[src/rtl/breath_pkg.sv]
`default_nettype none
// ============================================================================
//  Module      : breath_pkg
//  Description : Shared definitions for the breathing-light control and PWM
//                stages: mode encoding, duty/position width, mode sequencing.
//  Revision    : 1.0 - initial release
// ============================================================================
package breath_pkg;

    // Width of duty and in-period position values (covers 0..1023).
    localparam int c_DUTY_W = 10;

    typedef logic [c_DUTY_W-1:0] duty_t;

    // Lighting mode encoding, shared with the downstream PWM stage.
    localparam logic [1:0] c_MODE_OFF     = 2'd0;
    localparam logic [1:0] c_MODE_BREATH1 = 2'd1;
    localparam logic [1:0] c_MODE_BREATH2 = 2'd2;
    localparam logic [1:0] c_MODE_ON      = 2'd3;

    // Button cycles OFF -> BREATH1 -> BREATH2 -> ON -> OFF.
    function automatic logic [1:0] next_mode(input logic [1:0] cur);
        logic [1:0] nxt;
        case (cur)
            c_MODE_OFF:     nxt = c_MODE_BREATH1;
            c_MODE_BREATH1: nxt = c_MODE_BREATH2;
            c_MODE_BREATH2: nxt = c_MODE_ON;
            default:        nxt = c_MODE_OFF;
        endcase
        return nxt;
    endfunction

endpackage
`default_nettype wire

[src/rtl/breath_ctrl_key_filter.sv]
`default_nettype none
// ============================================================================
//  Module      : key_filter
//  Description : Push-button conditioning: two-flop synchronizer, debounce
//                counter clocked by the millisecond tick, and a one-cycle
//                pulse on each accepted press (stable 1 -> 0).
//  Revision    : 1.0 - initial release
// ============================================================================
module key_filter #(
    parameter int DEBOUNCE_MS = 20
) (
    input  logic clk,
    input  logic rst,
    input  logic key_in,
    input  logic tick_ms,
    output logic key_pulse
);

    // The counter only needs to reach DEBOUNCE_MS-1; acceptance happens on
    // the tick that would take it to DEBOUNCE_MS.
    localparam int                 c_CNT_W    = (DEBOUNCE_MS > 1) ? $clog2(DEBOUNCE_MS) : 1;
    localparam logic [c_CNT_W-1:0] c_CNT_LAST = c_CNT_W'(DEBOUNCE_MS - 1);
    localparam logic [c_CNT_W-1:0] c_CNT_ONE  = c_CNT_W'(1);

    logic               r_sync1;
    logic               r_sync2;
    logic               r_stable;
    logic               r_key_pulse;
    logic [c_CNT_W-1:0] r_cnt;

    logic               w_differ;
    logic               w_accept;

    // New level is accepted on the DEBOUNCE_MS-th tick_ms it has persisted.
    assign w_differ = (r_sync2 != r_stable);
    assign w_accept = w_differ && tick_ms && (r_cnt == c_CNT_LAST);

    // Two-flop synchronizer; idles high because the button is active-low.
    always_ff @(posedge clk) begin
        if (rst) begin
            r_sync1 <= 1'b1;
            r_sync2 <= 1'b1;
        end else begin
            r_sync1 <= key_in;
            r_sync2 <= r_sync1;
        end
    end

    // Debounce: count ms ticks while the level differs, clear on any match.
    always_ff @(posedge clk) begin
        if (rst) begin
            r_cnt    <= '0;
            r_stable <= 1'b1;
        end else if (!w_differ) begin
            r_cnt <= '0;
        end else if (w_accept) begin
            r_cnt    <= '0;
            r_stable <= r_sync2;
        end else if (tick_ms) begin
            r_cnt <= r_cnt + c_CNT_ONE;
        end
    end

    // Press pulse is high in the first cycle the stable level reads 0;
    // releases are ignored.
    always_ff @(posedge clk) begin
        if (rst) begin
            r_key_pulse <= 1'b0;
        end else begin
            r_key_pulse <= w_accept && !r_sync2;
        end
    end

    assign key_pulse = r_key_pulse;

endmodule
`default_nettype wire

[src/rtl/breath_ctrl.sv]
`default_nettype none
// ============================================================================
//  Module      : breath_ctrl
//  Description : Breathing-light control stage. Generates the us/ms timebase,
//                cycles the lighting mode from a debounced button, and
//                produces a per-period duty value plus the in-period PWM
//                position so the PWM stage only needs led = pwm_pos < duty.
//  Revision    : 1.0 - initial release
// ============================================================================
module breath_ctrl
    import breath_pkg::*;
#(
    parameter int CLK_PER_US  = 50,
    parameter int US_PER_MS   = 1000,
    parameter int DEBOUNCE_MS = 20
) (
    input  logic                clk,
    input  logic                rst,
    input  logic                key_in,
    output logic                tick_us,
    output logic                tick_ms,
    output logic [c_DUTY_W-1:0] pwm_pos,
    output logic [c_DUTY_W-1:0] duty,
    output logic [1:0]          mode,
    output logic                key_pulse
);

    localparam int                c_US_W      = (CLK_PER_US > 1) ? $clog2(CLK_PER_US) : 1;
    localparam logic [c_US_W-1:0] c_US_LAST   = c_US_W'(CLK_PER_US - 1);
    localparam logic [c_US_W-1:0] c_US_ONE    = c_US_W'(1);
    localparam duty_t             c_POS_LAST  = c_DUTY_W'(US_PER_MS - 1);
    localparam duty_t             c_DUTY_FULL = c_DUTY_W'(US_PER_MS);
    localparam duty_t             c_DUTY_ONE  = c_DUTY_W'(1);

    logic [c_US_W-1:0] r_cnt_us;
    duty_t             r_pwm_pos;
    logic [1:0]        r_mode;
    duty_t             r_step_cnt;
    logic              r_phase;
    logic              r_div2;
    duty_t             r_duty;

    logic              w_tick_us;
    logic              w_tick_ms;
    logic              w_key_pulse;
    logic              w_is_breath1;
    logic              w_is_breath2;
    logic              w_step_en;

    // ------------------------------------------------------------------
    // Timebase
    // ------------------------------------------------------------------
    assign w_tick_us = (r_cnt_us == c_US_LAST);
    assign w_tick_ms = w_tick_us && (r_pwm_pos == c_POS_LAST);

    // Free-running clock-cycle counter within one microsecond.
    always_ff @(posedge clk) begin
        if (rst) begin
            r_cnt_us <= '0;
        end else if (w_tick_us) begin
            r_cnt_us <= '0;
        end else begin
            r_cnt_us <= r_cnt_us + c_US_ONE;
        end
    end

    // Microsecond position within the PWM period; one period per ms tick.
    always_ff @(posedge clk) begin
        if (rst) begin
            r_pwm_pos <= '0;
        end else if (w_tick_us) begin
            if (r_pwm_pos == c_POS_LAST) begin
                r_pwm_pos <= '0;
            end else begin
                r_pwm_pos <= r_pwm_pos + c_DUTY_ONE;
            end
        end
    end

    // ------------------------------------------------------------------
    // Button conditioning
    // ------------------------------------------------------------------
    key_filter #(
        .DEBOUNCE_MS (DEBOUNCE_MS)
    ) u_key_filter (
        .clk       (clk),
        .rst       (rst),
        .key_in    (key_in),
        .tick_ms   (w_tick_ms),
        .key_pulse (w_key_pulse)
    );

    // ------------------------------------------------------------------
    // Mode FSM
    // ------------------------------------------------------------------
    // Each accepted press advances the mode one position around the cycle.
    always_ff @(posedge clk) begin
        if (rst) begin
            r_mode <= c_MODE_OFF;
        end else if (w_key_pulse) begin
            r_mode <= next_mode(r_mode);
        end
    end

    // ------------------------------------------------------------------
    // Ramp
    // ------------------------------------------------------------------
    assign w_is_breath1 = (r_mode == c_MODE_BREATH1);
    assign w_is_breath2 = (r_mode == c_MODE_BREATH2);
    assign w_step_en    = w_tick_ms && (w_is_breath1 || (w_is_breath2 && r_div2));

    // Triangle ramp: step_cnt sweeps the period length, phase selects the
    // brightening or dimming half. A mode change restarts the ramp from the
    // dark end; acceptance lands on a ms tick, so the clear here also
    // discards the step taken on that tick.
    always_ff @(posedge clk) begin
        if (rst) begin
            r_step_cnt <= '0;
            r_phase    <= 1'b0;
            r_div2     <= 1'b0;
        end else if (w_key_pulse || !(w_is_breath1 || w_is_breath2)) begin
            r_step_cnt <= '0;
            r_phase    <= 1'b0;
            r_div2     <= 1'b0;
        end else begin
            if (w_is_breath2 && w_tick_ms) begin
                r_div2 <= ~r_div2;
            end
            if (w_step_en) begin
                if (r_step_cnt == c_POS_LAST) begin
                    r_step_cnt <= '0;
                    r_phase    <= ~r_phase;
                end else begin
                    r_step_cnt <= r_step_cnt + c_DUTY_ONE;
                end
            end
        end
    end

    // ------------------------------------------------------------------
    // Duty
    // ------------------------------------------------------------------
    // Registered duty; the dimming half mirrors step_cnt so both turnarounds
    // repeat the end value instead of jumping to 0 or full scale.
    always_ff @(posedge clk) begin
        if (rst) begin
            r_duty <= '0;
        end else begin
            case (r_mode)
                c_MODE_OFF: r_duty <= '0;
                c_MODE_ON:  r_duty <= c_DUTY_FULL;
                default:    r_duty <= r_phase ? (c_POS_LAST - r_step_cnt) : r_step_cnt;
            endcase
        end
    end

    assign tick_us   = w_tick_us;
    assign tick_ms   = w_tick_ms;
    assign pwm_pos   = r_pwm_pos;
    assign duty      = r_duty;
    assign mode      = r_mode;
    assign key_pulse = w_key_pulse;

endmodule
`default_nettype wire

[config.mk]
export PLATFORM = sky130hd
export DESIGN_NAME = breath_ctrl
export DESIGN_NICKNAME = d
export VERILOG_FILES = /design/src/rtl/breath_pkg.sv /design/src/rtl/breath_ctrl_key_filter.sv /design/src/rtl/breath_ctrl.sv
export SDC_FILE = /design/constraint.sdc
export NUM_CORES = 1
export LEC_CHECK = 0
export ABC_AREA = 1
export BUFFER_PORTS_ARGS = -buffer_cell sky130_fd_sc_hd__buf_2
export CORE_UTILIZATION = 40
export DETAILED_ROUTE_END_ITERATION = 8
export PLACE_DENSITY = 0.55
export RECOVER_POWER = 25
export SKIP_LAST_GASP = 1
export SYNTH_ARGS = -nofsm -noshare
export SYNTH_HDL_FRONTEND = slang
export SYNTH_SLANG_ARGS = --single-unit
[constraint.sdc]
create_clock -name clk -period 1.9 [get_ports clk]
set_input_delay 0.285 -clock clk [delete_from_list [all_inputs] [get_ports clk]]
set_output_delay 0.285 -clock clk [all_outputs]
set_load 0.02 [all_outputs]
==> Word level (Yosys, flattened, before mapping) <==
Index checks and enable logic that the tools add are counted.
{ "word_totals": {"register_bits": 49, "input_bits": 3, "output_inout_bits": 25, "elab_cells": 51} }
{ "op_classes": {"add_sub_neg": 5, "eq_ne": 8, "muxes": 5, "bitwise_logic": 3, "n_reduce_logical": 18} }
{ "op_table": {"columns": ["operator", "count"], "rows": [
  ["10-bit two-way mux", 3],
  ["10-bit by 1-bit adder with 10-bit output, second input constant", 2],
  ["10-bit == test, second input constant", 2],
  ["10-bit case mux with 2 select lines", 1],
  ["10-bit subtractor, first input constant", 1],
  ["1-bit logical AND", 7],
  ["6-bit by 1-bit adder with 6-bit output, second input constant", 1],
  ["6-bit == test, second input constant", 1],
  ["2-bit case mux with 3 select lines", 1],
  ["5-bit by 1-bit adder with 5-bit output, second input constant", 1],
  ["5-bit == test, second input constant", 1],
  ["2-bit == test, second input constant", 2],
  ["2-bit AND reduction", 2],
  ["2-bit OR reduction", 2],
  ["1-bit logical OR", 3],
  ["1-bit NOT", 3],
  ["3-bit OR reduction", 1],
  ["2-bit by 1-bit == test with 1-bit output, second input constant", 1],
  ["1-bit zero test", 2],
  ["2-bit zero test", 1],
  ["1-bit != test", 1]
]} }

==> Logic depth before layout (Yosys ltp) <==
Gate-level depths: netlist of the first run.
{ "depth": {"ltp_word": 5, "depth_mapped": 10, "depth_no_buf": 10} }

==> Cells and area by module <==
A second synthesis of the first run with hierarchy kept.
{ "unflattened": {"hier_cells": 323, "hier_area_um2": 2459.9} }
{ "by_module_without_submodules": {"columns": ["mod", "instances", "cells_per_inst", "area_per_inst_um2", "seq_area_each_um2"], "rows": [
  ["breath_ctrl", 1, 272, 2064.5, 800.8],
  ["key_filter", 1, 51, 395.4, 180.2]
]} }

==> Worst setup path after synthesis of the first run <==
Ideal clock, no wire load.
{ "synth_path": {"path_type": "flip-flop to flip-flop", "start": "register r_pwm_pos[0], in the netlist pwm_pos[0]", "end": "register u_key_filter.r_cnt[2]", "setup_ns": 0.122, "t_arrival_ns": 1.451, "t_required_ns": 1.778, "slack_ns": 0.328, "path_stages_with_launch": 10, "n_path_buf": 1, "synth_period_minus_slack_ns": 1.572, "path_cell_list": "dfxtp_1 ha_1 nand2_1 inv_1 nand3_1 nor2_2 buf_6 nand3_1 nand2_2 a21oi_1"} }
{ "synth_between": {"elab_chain_cells": 5} }
{ "synth_lines": {"columns": ["element", "line_no", "source"], "rows": [
  ["from (decl)", "breath_ctrl.sv:36", "duty_t r_pwm_pos;"],
  ["from (signal assigned)", "breath_ctrl.sv:75", "r_pwm_pos <= r_pwm_pos + c_DUTY_ONE;"],
  ["10-bit == test (*)", "breath_ctrl.sv:54", "assign w_tick_ms = w_tick_us && (r_pwm_pos == c_POS_LAST);"],
  ["1-bit logical AND (*)", "breath_ctrl.sv:54", null],
  ["via tick_ms", "breath_ctrl.sv:21", "output logic tick_ms,"],
  ["1-bit logical AND (2 in series)", "breath_ctrl_key_filter.sv:36", "assign w_accept = w_differ && tick_ms && (r_cnt == c_CNT_LAST);"],
  ["3-bit OR reduction (no source line)", null, null],
  ["to (signal assigned)", "breath_ctrl_key_filter.sv:60", "r_cnt <= r_cnt + c_CNT_ONE;"],
  ["to (decl)", "breath_ctrl_key_filter.sv:29", "logic [c_CNT_W-1:0] r_cnt;"]
]} }
The timed path passes the listed nets; every way through them passes the cells marked *.
A chain may end at the register's enable or synchronous reset.

==> Final worst setup path of the first run <==
{ "layout_path": {"start": "register r_pwm_pos[0], in the netlist pwm_pos[0]", "end": "output port tick_ms"} }
{ "layout_between": {"elab_chain_cells": 2} }
{ "layout_lines": {"columns": ["element", "line_no"], "rows": [
  ["10-bit == test", "breath_ctrl.sv:54"],
  ["1-bit logical AND", "breath_ctrl.sv:54"],
  ["to (decl)", "breath_ctrl.sv:21"]
]} }
No other way between the ends.

==> PnR_summary.wiki, run 1 <==
{| class="wikitable"
! Metric !! Value
|-
| Logic depth of the worst path, buffers included || 7
|-
| Proportion of synthesized flip-flops having asynchronous set or reset || 0%
|-
| Share of power burned in the clock network || 36.0%
|-
| Setup violations, final || 0
|-
| Root buffer cell || clkbuf_8
|-
| Synthesized netlist net count || 351
|-
| CP delay by family, top || flip-flops
|-
| Critical path buffer and inverter count || 3
|-
| Final hold violation count || 0
|-
| Placement Rows || 28
|-
| Die extent in x || 80.5 µm
|-
| Antenna diodes || 0
|-
| Most used standard cell by instance count after synthesis || nand2_1
|-
| Worst R2R Path Depth || 9
|-
| Xor/xnor share of the synthesized area || 3.91%
|-
| Switching share of power || 22.5%
|-
| Relative contribution of sequential cells to total power || 61.9%
|-
| Post-route fraction of the period consumed by the critical path || 94.7%
|-
| Post-synthesis register bit count || 49
|-
| Simple-gate share of the synthesized area || 31.2%
|-
| Pre-CTS setup slack || 0.187 ns
|-
| Via count of the routed design || 2,138
|-
| Height of the die || 80.5 µm
|-
| Reg-to-reg setup timing slack || 0.25 ns
|-
| Clock tree from TritonCTS || yes
|-
| Pwr dens || 603 nW/µm²
|-
| Die ar. || 6480 µm²
|-
| Max Fanout on Critical Path || 8
|-
| Max rail drop VDD || 0.316 mV
|-
| Class of the most critical hold timing path || input port to flop
|-
| First-pass GRT wire length || 8.58 mm
|-
| TritonRoute pass-1 iters || 4
|-
| Starting Density || 41.7%
|-
| Total overflow reported by the global router || 0
|-
| Number of nets in the layout || 386
|-
| Worst flop-to-flop path startpoint || pwm_pos[0]
|-
| Startpoint of the tightest hold check path || key_in
|-
| Endpoint required time on the critical path || 1.62 ns
|-
| Total number of clock tree sinks || 49
|-
| Post-route clock skew || 0.00623 ns
|-
| Final estimated routing congestion in global placement || 0.855
|-
| Combinational family with the most area after synthesis || simple AND/OR/NAND/NOR gates
|-
| Area share of the leading cell type in the synthesized netlist || 39.8%
|-
| Critical Path, Cell by Cell || ha_1 -> nand2_1 -> inv_1 -> nand3_1 -> nor2_2 -> buf_6 -> buf_4
|-
| Post-Synthesis Cell Area || 2470 µm²
|-
| Mux contribution to synthesized area || 0%
|-
| Number of instances in the synthesized netlist || 337
|-
| Largest net degree at the start of global routing || 15
|-
| Clock-pin transition on the worst setup and hold timing paths || 0.09 ns
|-
| Logic gate share of total power || 2.2%
|-
| Top achievable clock speed || 0.556 GHz
|-
| Total wire length || 5.00 mm
|-
| Max-slew violation total from the final report || 0
|-
| Average vias per placed instance || 4.77
|-
| Largest cells by area after synthesis || dfxtp_1, nand2_1, inv_1, nor2_1, a21oi_1
|-
| Worst slew pin tran || 0.368 ns
|-
| H-tree depth || 2
|-
| Clock network latency to the later pin of the worst-skew pair || 0.30 ns
|-
| CTS Buf Count || 5
|-
| Crit Path Category || flop to output pin
|-
| Count of boundary I/O pins || 28
|-
| Cell types with the highest counts after synthesis || nand2_1, dfxtp_1, inv_1
|-
| Final worst path period need || 1.80 ns
|-
| Synthesized-area fraction occupied by adder cells || 5.58%
|-
| Capturing point of the worst reg2reg path || pwm_pos[3]
|-
| Total internal power || 1.30 mW
|-
| Relative slew margins || 75.3%
|-
| Crit path max-delay cell type || dfxtp_2
|-
| Library cell with the largest summed area after synthesis || dfxtp_1
|-
| Predominant post-synthesis flop cell || dfxtp_1
|-
| End point of the most critical hold path || u_key_filter.r_sync1
|-
| Fraction of the mapped netlist area in compound gates || 11.2%
|-
| Switching component of the power || 0.378 mW
|-
| Critical Path Max Stage Delay || 0.37 ns
|-
| PnR worst setup slack || 0.101 ns
|-
| Number of global-route vias before repair || 1,911
|-
| Synthesis-to-layout area growth || 12.9%
|-
| Count of yosys warnings during synthesis || 0
|-
| Initial antenna violation count || 0
|-
| Critical path arrival || 1.51 ns
|-
| Number of port buffers || 27
|-
| Worst hold path cell count || 2
|-
| Number of buffers between clock root and the deepest sink || 2
|-
| Drt drc || 0
|-
| CTS Hold Bufs || 0
|-
| Detailed Place HPWL || 3.73 mm
|-
| Mean cell area of the mapped netlist || 7.32 µm²
|-
| Std-Cell Core Area || 5920 µm²
|-
| Unique cell type count in the Yosys netlist || 31
|-
| Capturing element type of the critical path || output pin
|-
| Leakage component of the power || 1.14 nW
|-
| Iteration-0 DRC Markers || 120
|-
| Max-capacitance violation count || 0
|-
| Status || complete, no violations
|-
| Kind of start point of the critical path || flop
|-
| Tot Pwr || 1.68 mW
|-
| Seq/Total Area, Yosys || 39.8%
|-
| Number of enable flip-flop cells after synthesis || 0
|-
| Antenna violation net count after detailed routing || 0
|-
| Wire length per cell after detailed routing || 11.2 µm
|-
| GRT Total Usage || 16.9%
|-
| Fraction of final layout cells with drive strength greater than 1 || 13.4%
|}
-- layout make-up --
class                   instances  area, µm²
multi-input cells             238       1280
repair buffers                 35        183
clock inverters                 2       10.0
clock buffers                   6       72.6
inverters                      43        161
well taps                      75       93.8
flip-flops and latches         49        985
fillers                       613       3140
-- worst max path at each step --
| stage | start | to | slack [ns] |
|---|---|---|---|
| after floorplan | pwm_pos[0] | u_key_filter.r_cnt[2] | 0.33 |
| after global placement | pwm_pos[0] | pwm_pos[5] | 0.26 |
| after detailed placement | pwm_pos[0] | pwm_pos[3] | 0.19 |
| after CTS | pwm_pos[1] | tick_ms | 0.0001 |
| after global routing | pwm_pos[0] | tick_ms | -0.01 |
| final | pwm_pos[0] | tick_ms | 0.10 |
-- state kept, by name, indices dropped and copies added, names as in the netlist --
register	count
duty	10
mode	2
pwm_pos	10
r_cnt_us	6
r_div2	1
r_phase	1
r_step_cnt	10
u_key_filter.key_pulse	1
u_key_filter.r_cnt	5
u_key_filter.r_stable	1
u_key_filter.r_sync1	1
u_key_filter.r_sync2	1
-- timing repair --
action                                 4_1_cts  5_1_grt
endpoints found under the hold margin        0        0
buffers inserted                             0        2
resized for setup                            1        4
setup endpoints to repair                    1        4
-- power groups by stage --
stage / Combinational, mW / Sequential, mW / Clock, mW
after floorplan: 0.0265 / 1.06 / 0
after global placement: 0.0374 / 1.06 / 0
after detailed placement: 0.0380 / 1.06 / 0
after CTS: 0.0378 / 1.04 / 0.637
after global routing: 0.0425 / 1.04 / 0.675
final: 0.0368 / 1.04 / 0.604
-- metrics by stage --
step	util (%)	hold WS, ns	TNS (ns)	std cells	cell area, µm²
final	47.0	0.160	0	448	2780
after global routing	47.0	0.147	-0.0140	448	2780
after CTS	46.9	0.148	0	446	2780
after detailed placement	45.5	0.399	0	438	2700
after global placement	45.5	0.394	0	438	2700
after floorplan	-	0.354	0	337	2470
-- placed cells by master (no fill, tap or decap) --
cell,instances
nand2_1,69
dfxtp_1,46
inv_1,41
nor2_1,39
a21oi_1,28
nand3_1,22
o21ai_0,17
clkbuf_1,16
ha_1,11
buf_2,11
xor2_1,10
buf_4,8
nand4_1,7
nor3_1,7
nor2_2,5
or2_2,5
clkbuf_8,5
nand2_2,4
o21a_1,3
dfxtp_2,3
clkinv_2,2
nor2_4,1
nand4_4,1
nor2_8,1
nand3_4,1
inv_2,1
clkinv_1,1
o21bai_1,1
a21o_1,1
o21ai_1,1
and3_4,1
xnor2_1,1
nor4_1,1
a211oi_1,1
buf_6,1
-- layer usage --
layer  track usage [%]  part of all wire, %
met4              5.36                  1.3
met2              25.8                   43
met3              4.20                  4.2
met1              23.0                   52
met5                 0                    0
-- logic make-up (layout without fill, tap and decap cells) --
logic type,after synthesis,after routing
and+or+nand+nor,164,164
AOI/OAI and AO/OA,52,52
xor gates and xnor gates,11,11
DFF,49,49
adders and majority gates,11,11
buffers and inverters,50,86
(Power assumes the default switching activity.)
==> inputs of run 2 (changes only) <==
--- a/config.mk
+++ b/config.mk
@@ -7,9 +7,9 @@
 export LEC_CHECK = 0
 export ABC_AREA = 1
 export BUFFER_PORTS_ARGS = -buffer_cell sky130_fd_sc_hd__buf_2
-export CORE_UTILIZATION = 40
+export CORE_UTILIZATION = 58
 export DETAILED_ROUTE_END_ITERATION = 8
-export PLACE_DENSITY = 0.55
+export PLACE_DENSITY = 0.76
 export RECOVER_POWER = 25
 export SKIP_LAST_GASP = 1
 export SYNTH_ARGS = -nofsm -noshare
==> run 2 against run 1 <==
  * Total power fell by 1.5%
  * Largest power group unchanged
  * Global-route usage rose by 6.6 points
  * Count of clock-buffer cells in the layout rose by 2
  * Via count rose by 0.80%
  * Register-to-register slack got worse by 0.02 ns
  * Sequential share of layout area rose by 0.60 points
  * Largest cell class unchanged
==> PnR_summary.wiki, run 2 (synthesis gave the netlist of run 1 again) <==
{| class="wikitable"
! Metric !! Value
|-
| Antenna violation net count after detailed routing || 0 (unchanged)
|-
| TritonRoute pass-1 iters || 4 (unchanged)
|-
| Average vias per placed instance || 5.12 (+7.3%)
|-
| Commonest cells after routing, fill and taps aside || nand2_1, dfxtp_1, inv_1
|-
| Startpoint of the tightest hold check path || key_in
|-
| Worst flop-to-flop path startpoint || pwm_pos[0]
|-
| Clock network latency to the later pin of the worst-skew pair || 0.30 ns (about the same)
|-
| Largest net degree at the start of global routing || 14 (-1)
|-
| Post-route clock skew || 0.00770 ns (+0.00146 ns)
|-
| Leakage component of the power || 1.13 nW (-1.4%)
|-
| Worst slew pin tran || 0.376 ns (+0.00781 ns)
|-
| Crit Path Category || flop to output pin
|-
| Max-slew violation total from the final report || 0 (unchanged)
|-
| Hold slack final || 0.173 ns (+0.0134 ns)
|-
| Critical Path, Cell by Cell || ha_1 -> nand2_1 -> inv_1 -> nand3_1 -> nor2_2 -> buf_6 -> buf_4
|-
| Post-route fraction of the period consumed by the critical path || 93.8% (-0.91 points)
|-
| Reg-to-reg setup timing slack || 0.23 ns (-0.02 ns)
|-
| Worst setup path startpoint || pwm_pos[0]
|-
| Iteration-0 DRC Markers || 145 (+21%)
|-
| CTS Buf Count || 5 (unchanged)
|-
| Total wire length || 4.82 mm (-3.6%)
|-
| Worst R2R Path Depth || 9 (unchanged)
|-
| Worst hold path cell count || 2 (unchanged)
|-
| Number of nets in the layout || 384 (-0.52%)
|-
| Final worst path period need || 1.78 ns (-0.0174 ns)
|-
| Fillcell total || 362 (-41%)
|-
| Total number of clock tree sinks || 49 (unchanged)
|-
| Clock tree from TritonCTS || yes
|-
| Capturing element type of the critical path || output pin
|-
| H-tree depth || 2 (unchanged)
|-
| Setup TNS after final layout || 0 ns (unchanged)
|-
| Drt drc || 0 (unchanged)
|-
| Initial antenna violation count || 0 (unchanged)
|-
| CTS Hold Bufs || 0 (unchanged)
|-
| Total overflow reported by the global router || 0 (unchanged)
|-
| Placed Instances || 411 (-6.2%)
|-
| Crit path max-delay cell type || dfxtp_2
|-
| Clock-pin transition on the worst setup and hold timing paths || 0.09 ns (about the same)
|-
| Status || complete, no violations
|-
| Max Fanout on Critical Path || 7 (-1)
|-
| Placement Rows || 23 (-18%)
|-
| Starting Density || 61.2% (+20 points)
|-
| Kind of start point of the critical path || flop
|-
| Top achievable clock speed || 0.561 GHz (+0.97%)
|-
| Commonest non-fill, non-tap cell in the layout || nand2_1
|-
| Setup violations, final || 0 (unchanged)
|-
| Setup repair after global routing missed its margin || no
|-
| Max-capacitance violation count || 0 (unchanged)
|-
| Number of global-route vias before repair || 1,819 (-4.8%)
|-
| Synthesis-to-layout area growth || 11.0%
|-
| Number of port buffers || 27 (unchanged)
|-
| Final instance count without filler cells || 421 (-6.0%)
|-
| Number of buffers between clock root and the deepest sink || 2 (unchanged)
|-
| Critical Path Max Stage Delay || 0.36 ns (about the same)
|-
| Critical path arrival || 1.50 ns (about the same)
|-
| Fraction of final layout cells with drive strength greater than 1 || 12.7% (-0.74 points)
|-
| Class of the most critical hold timing path || input port to flop
|-
| Final estimated routing congestion in global placement || 0.889 (+3.9%)
|-
| Wire length per cell after detailed routing || 11.5 µm (+2.6%)
|-
| Std-Cell Core Area || 4030 µm² (-32%)
|-
| Die extent in x || 67.2 µm (-17%)
|-
| GRT Total Usage || 23.5% (+6.6 points)
|-
| Detailed Place HPWL || 3.59 mm (-3.7%)
|-
| Final hold violation count || 0 (unchanged)
|-
| Height of the die || 67.2 µm (-17%)
|-
| Pwr dens || 605 nW/µm² (+0.19%)
|-
| Root buffer cell || clkbuf_8
|-
| Max rail drop VDD || 0.507 mV (+60%)
|-
| Relative slew margins || 74.8% (-0.52 points)
|-
| Via count of the routed design || 2,155 (+0.80%)
|-
| Die ar. || 4520 µm² (-30%)
|-
| Endpoint required time on the critical path || 1.62 ns (about the same)
|-
| Count of boundary I/O pins || 28 (unchanged)
|-
| First-pass GRT wire length || 8.09 mm (-5.8%)
|-
| Antenna diodes || 0 (unchanged)
|}
[run 2: power by group]
part	total (mW)	internal (mW)	switching [mW]
clock	0.581	0.262	0.319
sequential	1.04	1.03	0.00615
combinational	0.0352	0.0126	0.0226
total	1.66	1.31	0.347
[run 2: path summary, 6_finish.rpt]
path | endpoint
setup / recovery | tick_ms
hold / removal | u_key_filter.r_sync1
setup reg to reg | pwm_pos[0]
hold reg to reg | u_key_filter.r_sync2
[run 2: stage by stage]
stage	util, %	area [µm²]	power (mW)	setup WS (ns)
final	68.0	2740	1.66	0.118
after global routing	68.0	2740	1.72	0.0189
after CTS	67.8	2730	1.68	0.00372
after detailed placement	65.7	2650	1.10	0.187
after global placement	65.7	2650	1.10	0.286
after floorplan	-	2470	1.09	0.328
[run 2: layer usage]
metal	vias to the layer above	wire length, µm	global-route usage, %
li1	1147	-	-
met2	49	2090	37.0
met3	4	191	4.05
met1	955	2490	32.8
met5	-	0	0
met4	0	43	6.65
[run 2: layout make-up]
cell class              count  area [µm²]  area share [%]
multi-input cells         238        1280            46.8
flip-flops and latches     49         985            36.0
repair buffers             33         168            6.12
inverters                  43         161            5.90
clock buffers               8        80.1            2.93
well taps                  50        62.6            2.29
[run 2: critical path, delay by kind of cell (launching register included)]
| kind | cells | cell delay (ns) |
|---|---|---|
| simple gates | 3 | 0.31 |
| fa+ha+maj | 1 | 0.17 |
| buf+inv | 3 | 0.35 |
| flops | 1 | 0.36 |
[run 2: repair_timing]
action | 4_1_cts | 5_1_grt
cloned | 0 | 0
gates resized for setup | 1 | 5
setup buffers | 0 | 2
endpoints found under the setup margin | 1 | 1
